<file path="src/rtl/clk_div_ctrl_if.sv">
// clk_div_ctrl_if: control, config handshake and divided-clock outputs of clk_div_ctrl.
interface clk_div_ctrl_if #(
  parameter int CNT_W = 8
);
  logic             start;
  logic             stop;
  logic             cfg_valid;
  logic [CNT_W-1:0] cfg_div;
  logic             cfg_ready;
  logic             sync_in;
  logic             tick;
  logic             clk_out;
  logic             busy;
  modport master (
    output start, stop, cfg_valid, cfg_div, sync_in,
    input  cfg_ready, tick, clk_out, busy
  );
  modport slave (
    input  start, stop, cfg_valid, cfg_div, sync_in,
    output cfg_ready, tick, clk_out, busy
  );
endinterface

</file>
<file path="src/rtl/clk_div_ctrl.sv">
// clk_div_ctrl: run-time sample-clock divider; ratio/stop changes land on period boundaries.
// Optional phase-align on sync_in when CLKDIV_SYNC_EN is defined.
module clk_div_ctrl #(
  parameter int CNT_W   = 8,
  parameter int DEF_DIV = 128
) (
  input  logic         sys_clk,
  input  logic         reset,
  clk_div_ctrl_if.slave ctrl
);
  typedef enum logic [1:0] {IDLE, RUN, STOPPING} state_t;
  state_t           state_q, state_d;
  logic [CNT_W-1:0] cnt_q, cnt_d, div_q, div_d, pend_div_q, pend_div_d;
  logic [CNT_W-1:0] cfg_clamped, last;
  logic [CNT_W:0]   half;
  logic             pend_q, pend_d, clk_out_q, clk_out_d;
  logic             active, period_end, sync, xfer, wrap;
  assign active      = state_q != IDLE;
  assign last        = div_q - CNT_W'(1);
  assign period_end  = active && cnt_q == last;
  assign cfg_clamped = ctrl.cfg_div < CNT_W'(2) ? CNT_W'(2) : ctrl.cfg_div;
  assign ctrl.cfg_ready = !active || !pend_q;
  assign xfer        = ctrl.cfg_valid && ctrl.cfg_ready;
`ifdef CLKDIV_SYNC_EN
  assign sync = active && ctrl.sync_in;
`else
  logic unused_sync_in;
  assign unused_sync_in = ctrl.sync_in;
  assign sync = 1'b0;
`endif
  // A sync restart is treated like a period end so a staged ratio lands there too.
  assign wrap = period_end || sync;
  always_comb begin
    state_d    = state_q;
    cnt_d      = '0;
    div_d      = div_q;
    pend_d     = pend_q;
    pend_div_d = pend_div_q;
    if (!active) begin
      state_d = ctrl.start ? RUN : IDLE;
      div_d   = xfer ? cfg_clamped : div_q;
    end else begin
      cnt_d = wrap ? '0 : cnt_q + 1'b1;
      if (xfer) begin
        pend_d     = 1'b1;
        pend_div_d = cfg_clamped;
      end
      if (wrap && pend_q) begin
        div_d  = pend_div_q;
        pend_d = 1'b0;
      end
      if (state_q == RUN && ctrl.stop)
        state_d = period_end ? IDLE : STOPPING;
      else if (state_q == STOPPING && ctrl.start && !ctrl.stop)
        state_d = RUN;
      else if (state_q == STOPPING && period_end)
        state_d = IDLE;
    end
    // High half starts at ceil(D/2) of the ratio that governs the next cycle.
    half      = ({1'b0, div_d} + 1'b1) >> 1;
    clk_out_d = state_d != IDLE && {1'b0, cnt_d} >= half;
  end
  always_ff @(posedge sys_clk or negedge reset) begin
    if (!reset) begin
      state_q    <= IDLE;
      cnt_q      <= '0;
      div_q      <= CNT_W'(DEF_DIV);
      pend_q     <= 1'b0;
      pend_div_q <= '0;
      clk_out_q  <= 1'b0;
    end else begin
      state_q    <= state_d;
      cnt_q      <= cnt_d;
      div_q      <= div_d;
      pend_q     <= pend_d;
      pend_div_q <= pend_div_d;
      clk_out_q  <= clk_out_d;
    end
  end
  assign ctrl.tick    = period_end;
  assign ctrl.clk_out = clk_out_q;
  assign ctrl.busy    = active;
endmodule

</file>
<file path="src/flat_wrapper.sv">
// flat-port wrapper written by rule: the top's interface ports become plain ports
module clk_div_ctrl_flat 
#(
  parameter int CNT_W   = 8,
  parameter int DEF_DIV = 128
)
  (sys_clk, reset, ctrl_start, ctrl_stop, ctrl_cfg_valid, ctrl_cfg_div, ctrl_sync_in, ctrl_cfg_ready, ctrl_tick, ctrl_clk_out, ctrl_busy);
  clk_div_ctrl_if #(.CNT_W(CNT_W)) ctrl_i ();
  input  logic sys_clk;
  input  logic reset;
  input wire logic [$bits(ctrl_i.start)-1:0] ctrl_start;
  input wire logic [$bits(ctrl_i.stop)-1:0] ctrl_stop;
  input wire logic [$bits(ctrl_i.cfg_valid)-1:0] ctrl_cfg_valid;
  input wire logic [$bits(ctrl_i.cfg_div)-1:0] ctrl_cfg_div;
  input wire logic [$bits(ctrl_i.sync_in)-1:0] ctrl_sync_in;
  output wire logic [$bits(ctrl_i.cfg_ready)-1:0] ctrl_cfg_ready;
  output wire logic [$bits(ctrl_i.tick)-1:0] ctrl_tick;
  output wire logic [$bits(ctrl_i.clk_out)-1:0] ctrl_clk_out;
  output wire logic [$bits(ctrl_i.busy)-1:0] ctrl_busy;
  assign ctrl_i.start = ctrl_start;
  assign ctrl_i.stop = ctrl_stop;
  assign ctrl_i.cfg_valid = ctrl_cfg_valid;
  assign ctrl_i.cfg_div = ctrl_cfg_div;
  assign ctrl_i.sync_in = ctrl_sync_in;
  assign ctrl_cfg_ready = ctrl_i.cfg_ready;
  assign ctrl_tick = ctrl_i.tick;
  assign ctrl_clk_out = ctrl_i.clk_out;
  assign ctrl_busy = ctrl_i.busy;
  clk_div_ctrl #(.CNT_W(CNT_W), .DEF_DIV(DEF_DIV)) u_core (.sys_clk(sys_clk), .reset(reset), .ctrl(ctrl_i));
endmodule
</file>
<file path="config.mk">
export PLATFORM = sky130hd
export DESIGN_NAME = clk_div_ctrl_flat
export DESIGN_NICKNAME = d
export VERILOG_FILES = /design/src/rtl/clk_div_ctrl_if.sv /design/src/rtl/clk_div_ctrl.sv /design/src/flat_wrapper.sv
export SDC_FILE = /design/constraint.sdc
export NUM_CORES = 1
export LEC_CHECK = 0
export CAP_MARGIN = 20
export CELL_PAD_IN_SITES_DETAIL_PLACEMENT = 1
export CELL_PAD_IN_SITES_GLOBAL_PLACEMENT = 2
export CORE_ASPECT_RATIO = 2
export CORE_MARGIN = 1.5
export CORE_UTILIZATION = 43
export DETAILED_ROUTE_END_ITERATION = 8
export DONT_BUFFER_PORTS = 1
export GPL_ROUTABILITY_DRIVEN = 0
export GPL_TIMING_DRIVEN = 0
export PLACE_DENSITY = 0.86
export REMOVE_ABC_BUFFERS = 1
export SLEW_MARGIN = 0
export SYNTH_ARGS = -nofsm -noshare
export SYNTH_HDL_FRONTEND = slang
export SYNTH_SLANG_ARGS = --single-unit
</file>
<file path="constraint.sdc">
create_clock -name sys_clk -period 11.3 [get_ports sys_clk]
set_input_delay 1.695 -clock sys_clk [delete_from_list [all_inputs] [get_ports sys_clk]]
set_output_delay 1.695 -clock sys_clk [all_outputs]
set_load 0.005 [all_outputs]
</file>
==> impl_metrics.toml <==
[status]
status = "finished clean"

[final_layout]
fin_nets = 211
drive_above_1_share = 0.130
antennaDiodeCount = 0
area_delta_synth_final_pct = 5.44

[sta]
worst_pin_slew_ns = 0.663
final.setup_skew_ns = 0.00130
tns_ns = 0
rsz0062_at_grt = "no"
fmax_ghz = 0.219
slew_viol_final = 0
fin_crit_sh = 0.403
slew_headroom = 0.557
hold_viol = 0
holdWs_ns = 0.525
final-setup-viol-count = 0
period_minus_slack_ns = 4.56

[floorplanning]
top_level_ports = 18
core_um2 = 4090
die_area_um2 = 4640
chipWidth_um = 48.9
num_rows = 33
initial_core_util = 0.444
die_h_um = 94.9

[place]
dp_hpwl_um = 3870
place.port_buffers = 0

[synth]
synthTopCellsByCount = "dfrtp_1, nor2_1, ha_1, inv_1, xor2_1"
yosys_warnings = 0
synth.ff_latch_count = 28
synth_area_leaders = "dfrtp_1, ha_1, xor2_1"
synth_top_family_by_area = "simple AND/OR/NAND/NOR gates"
synthesis.area_um2 = 1820
synth.avg_cell_area_um2 = 9.92
synth.most_common_cell = "dfrtp_1"
synth_edf_count = 0
synth_top_area_frac = 0.372
synth_xor_area_frac = 0.0917
ys.flop_type = "dfrtp_1"
yosysSeqAreaShare = 0.387
syn_inst = 183
synthMuxAreaShare = 0.0427
ys_types = 43
synth_compound_area_frac = 0.160
synth_adder_area_share = 0.0758
async_reset_ff_frac = 1.00
yosysTopAreaCell = "dfrtp_1"
yosys.area_share.simple = 0.206

[worst_setup_path]
path_common_cell = "a21o_1"
start_kind = "input pin"
crit_chain = "nor4_1 > nand2_1 > o21ai_0 > nand3_1 > o221a_2 > ha_1 > ha_1 > nand2b_1 > a21o_1 > a21o_1 > a21o_1 > a21o_1 > a21o_1 > a21oi_1 > nor2b_1 > o22a_1"
critPathLaunch = "ctrl_cfg_div[3]"
crit_path_max_fanout = 4
critPathSlowestCell = "nor4_1"
cp.required_ns = 11.47
cp.arrival_ns = 4.73
cpPeakStageDelay_ns = 0.40
r2r_cells = 19
r2r_end = "u_core.ctrl.clk_out$_DFF_PN0_"
cp-endpoint = "u_core.ctrl.clk_out$_DFF_PN0_"
r2r_start = "u_core.div_q[0]$_DFF_PN0_"
end_kind = "flop"
r2r_setup_slack_ns = 6.77
path_class = "in -> reg"

[clocking]
postCtsHoldBufs = 0
cts-resized-gates = 0
cts.sink_count = 28
cts_buffers = 3
clk_pin_slew_ns = 0.09
clock_latency_ns = 0.27
max-clock-path-buffers = 2
cts_root_buffer = "clkbuf_8"
htreeDepth = 1
cts_setup_buffers = 0
cts_tree = "done"

[drt]
vias = 1390
wl_per_cell_um = 19.5
vias_per_cell = 5.86
wirelength_um = 4620
drc = 0
drtIter0Drc = 15
first_pass_iters = 4
final_antenna_net_count = 0

[power]
p_per_area_nw_per_um2 = 309
ir_drop_mv = 0.146
leakagePower_uw = 0.000832

[grt]
grt_pass1_wl_um = 7730
grt_use_total = 0.222
grt_pass1_vias = 1613
antenna_found_initial = 0
grt_max_degree = 29
gr-total-overflow = 0

[run]
timing.max_cap.violations = 0

[min_path]
hp-class = "reg -> reg"
-- stage by stage --
stage / util / worst slack [ns] / power (uW) / cell area [um2] / std cells
final: 0.468 / 6.74 / 592 / 1910 / 237
after global routing: 0.468 / 6.44 / 638 / 1910 / 237
after CTS: 0.468 / 6.71 / 598 / 1910 / 237
after detailed placement: 0.455 / 6.43 / 533 / 1860 / 233
after global placement: 0.454 / 6.53 / 499 / 1850 / 232
after floorplan: - / 6.84 / 440 / 1790 / 180
-- layer usage --
metal | vias to the layer above | routed length, um | track usage
met2 | 22 | 2830 | 0.465
met1 | 703 | 1550 | 0.210
met3 | 9 | 117 | 0.0237
li1 | 656 | - | -
met4 | 0 | 130 | 0.0905
met5 | - | 0 | 0
-- worst min path at each step --
stage                                startpoint                               end  slack (ns)  cells after the start
2_1_floorplan         u_core.pend_q$_DFFE_PN0P_         u_core.pend_q$_DFFE_PN0P_        0.46                      1
3_3_place_gp          u_core.pend_q$_DFFE_PN0P_         u_core.pend_q$_DFFE_PN0P_        0.48                      1
3_5_place_dp   u_core.pend_div_q[6]$_DFFE_PN0P_  u_core.pend_div_q[6]$_DFFE_PN0P_        0.50                      1
4_1_cts        u_core.pend_div_q[6]$_DFFE_PN0P_  u_core.pend_div_q[6]$_DFFE_PN0P_        0.52                      1
5_1_grt        u_core.pend_div_q[6]$_DFFE_PN0P_  u_core.pend_div_q[6]$_DFFE_PN0P_        0.54                      1
6_report       u_core.pend_div_q[6]$_DFFE_PN0P_  u_core.pend_div_q[6]$_DFFE_PN0P_        0.53                      1
-- report_power, final --
part           internal (uW)  switching (uW)  total (uW)  leakage, uW
logic                    157             166         323     0.000477
registers                147            60.3         208     0.000326
clock network           31.2            30.3        61.5    0.0000288
total                    336             257         592     0.000832
-- critical path: cells and delay by family --
family                     cells  cell delay [ns]
AOI/OAI and AO/OA              9             1.64
adders and majority gates      2             0.59
and+or+nand+nor                5             0.81
-- logic make-up (layout without fill, tap and decap cells) --
logic type | after synthesis | in the layout
simple gates | 67 | 67
compound gates | 37 | 37
flops | 28 | 28
xor+xnor | 19 | 19
buf+inv | 14 | 16
fa+ha+maj | 11 | 11
mux | 7 | 7
-- sequential cells by signal, indices dropped and copies added (netlist names) --
register and count:
u_core.cnt_q 8, u_core.ctrl.clk_out 1, u_core.div_q 8, u_core.pend_div_q 8
u_core.pend_q 1, u_core.state_q 2
-- layout by cell type (no fill, tap or decap), types with 2 or more instances in the layout --
cell type,count
o221a_2,3
clkbuf_8,4
nand3_1,10
nor2b_1,4
nor3_1,5
o211ai_1,2
nand4_1,2
xnor2_1,8
or3_1,2
a21oi_1,7
ha_1,11
inv_1,11
a21o_1,8
or2_2,2
o21ai_0,3
nand2_1,7
xor2_1,11
nor2_1,21
and3_1,4
dfrtp_1,27
o22ai_1,4
mux2_2,6
nor4b_4,2
nor3b_1,2
-- layout make-up --
| type | count | area (um2) |
|---|---|---|
| clock buffer | 4 | 55.1 |
| fill | 471 | 2170 |
| inverter | 11 | 41.3 |
| multi-input combinational | 141 | 1050 |
| sequential | 28 | 702 |
| tap | 52 | 65.1 |
| timing repair buffer | 1 | 5.00 |
No activity file was read; power rests on OpenSTA's default activity.
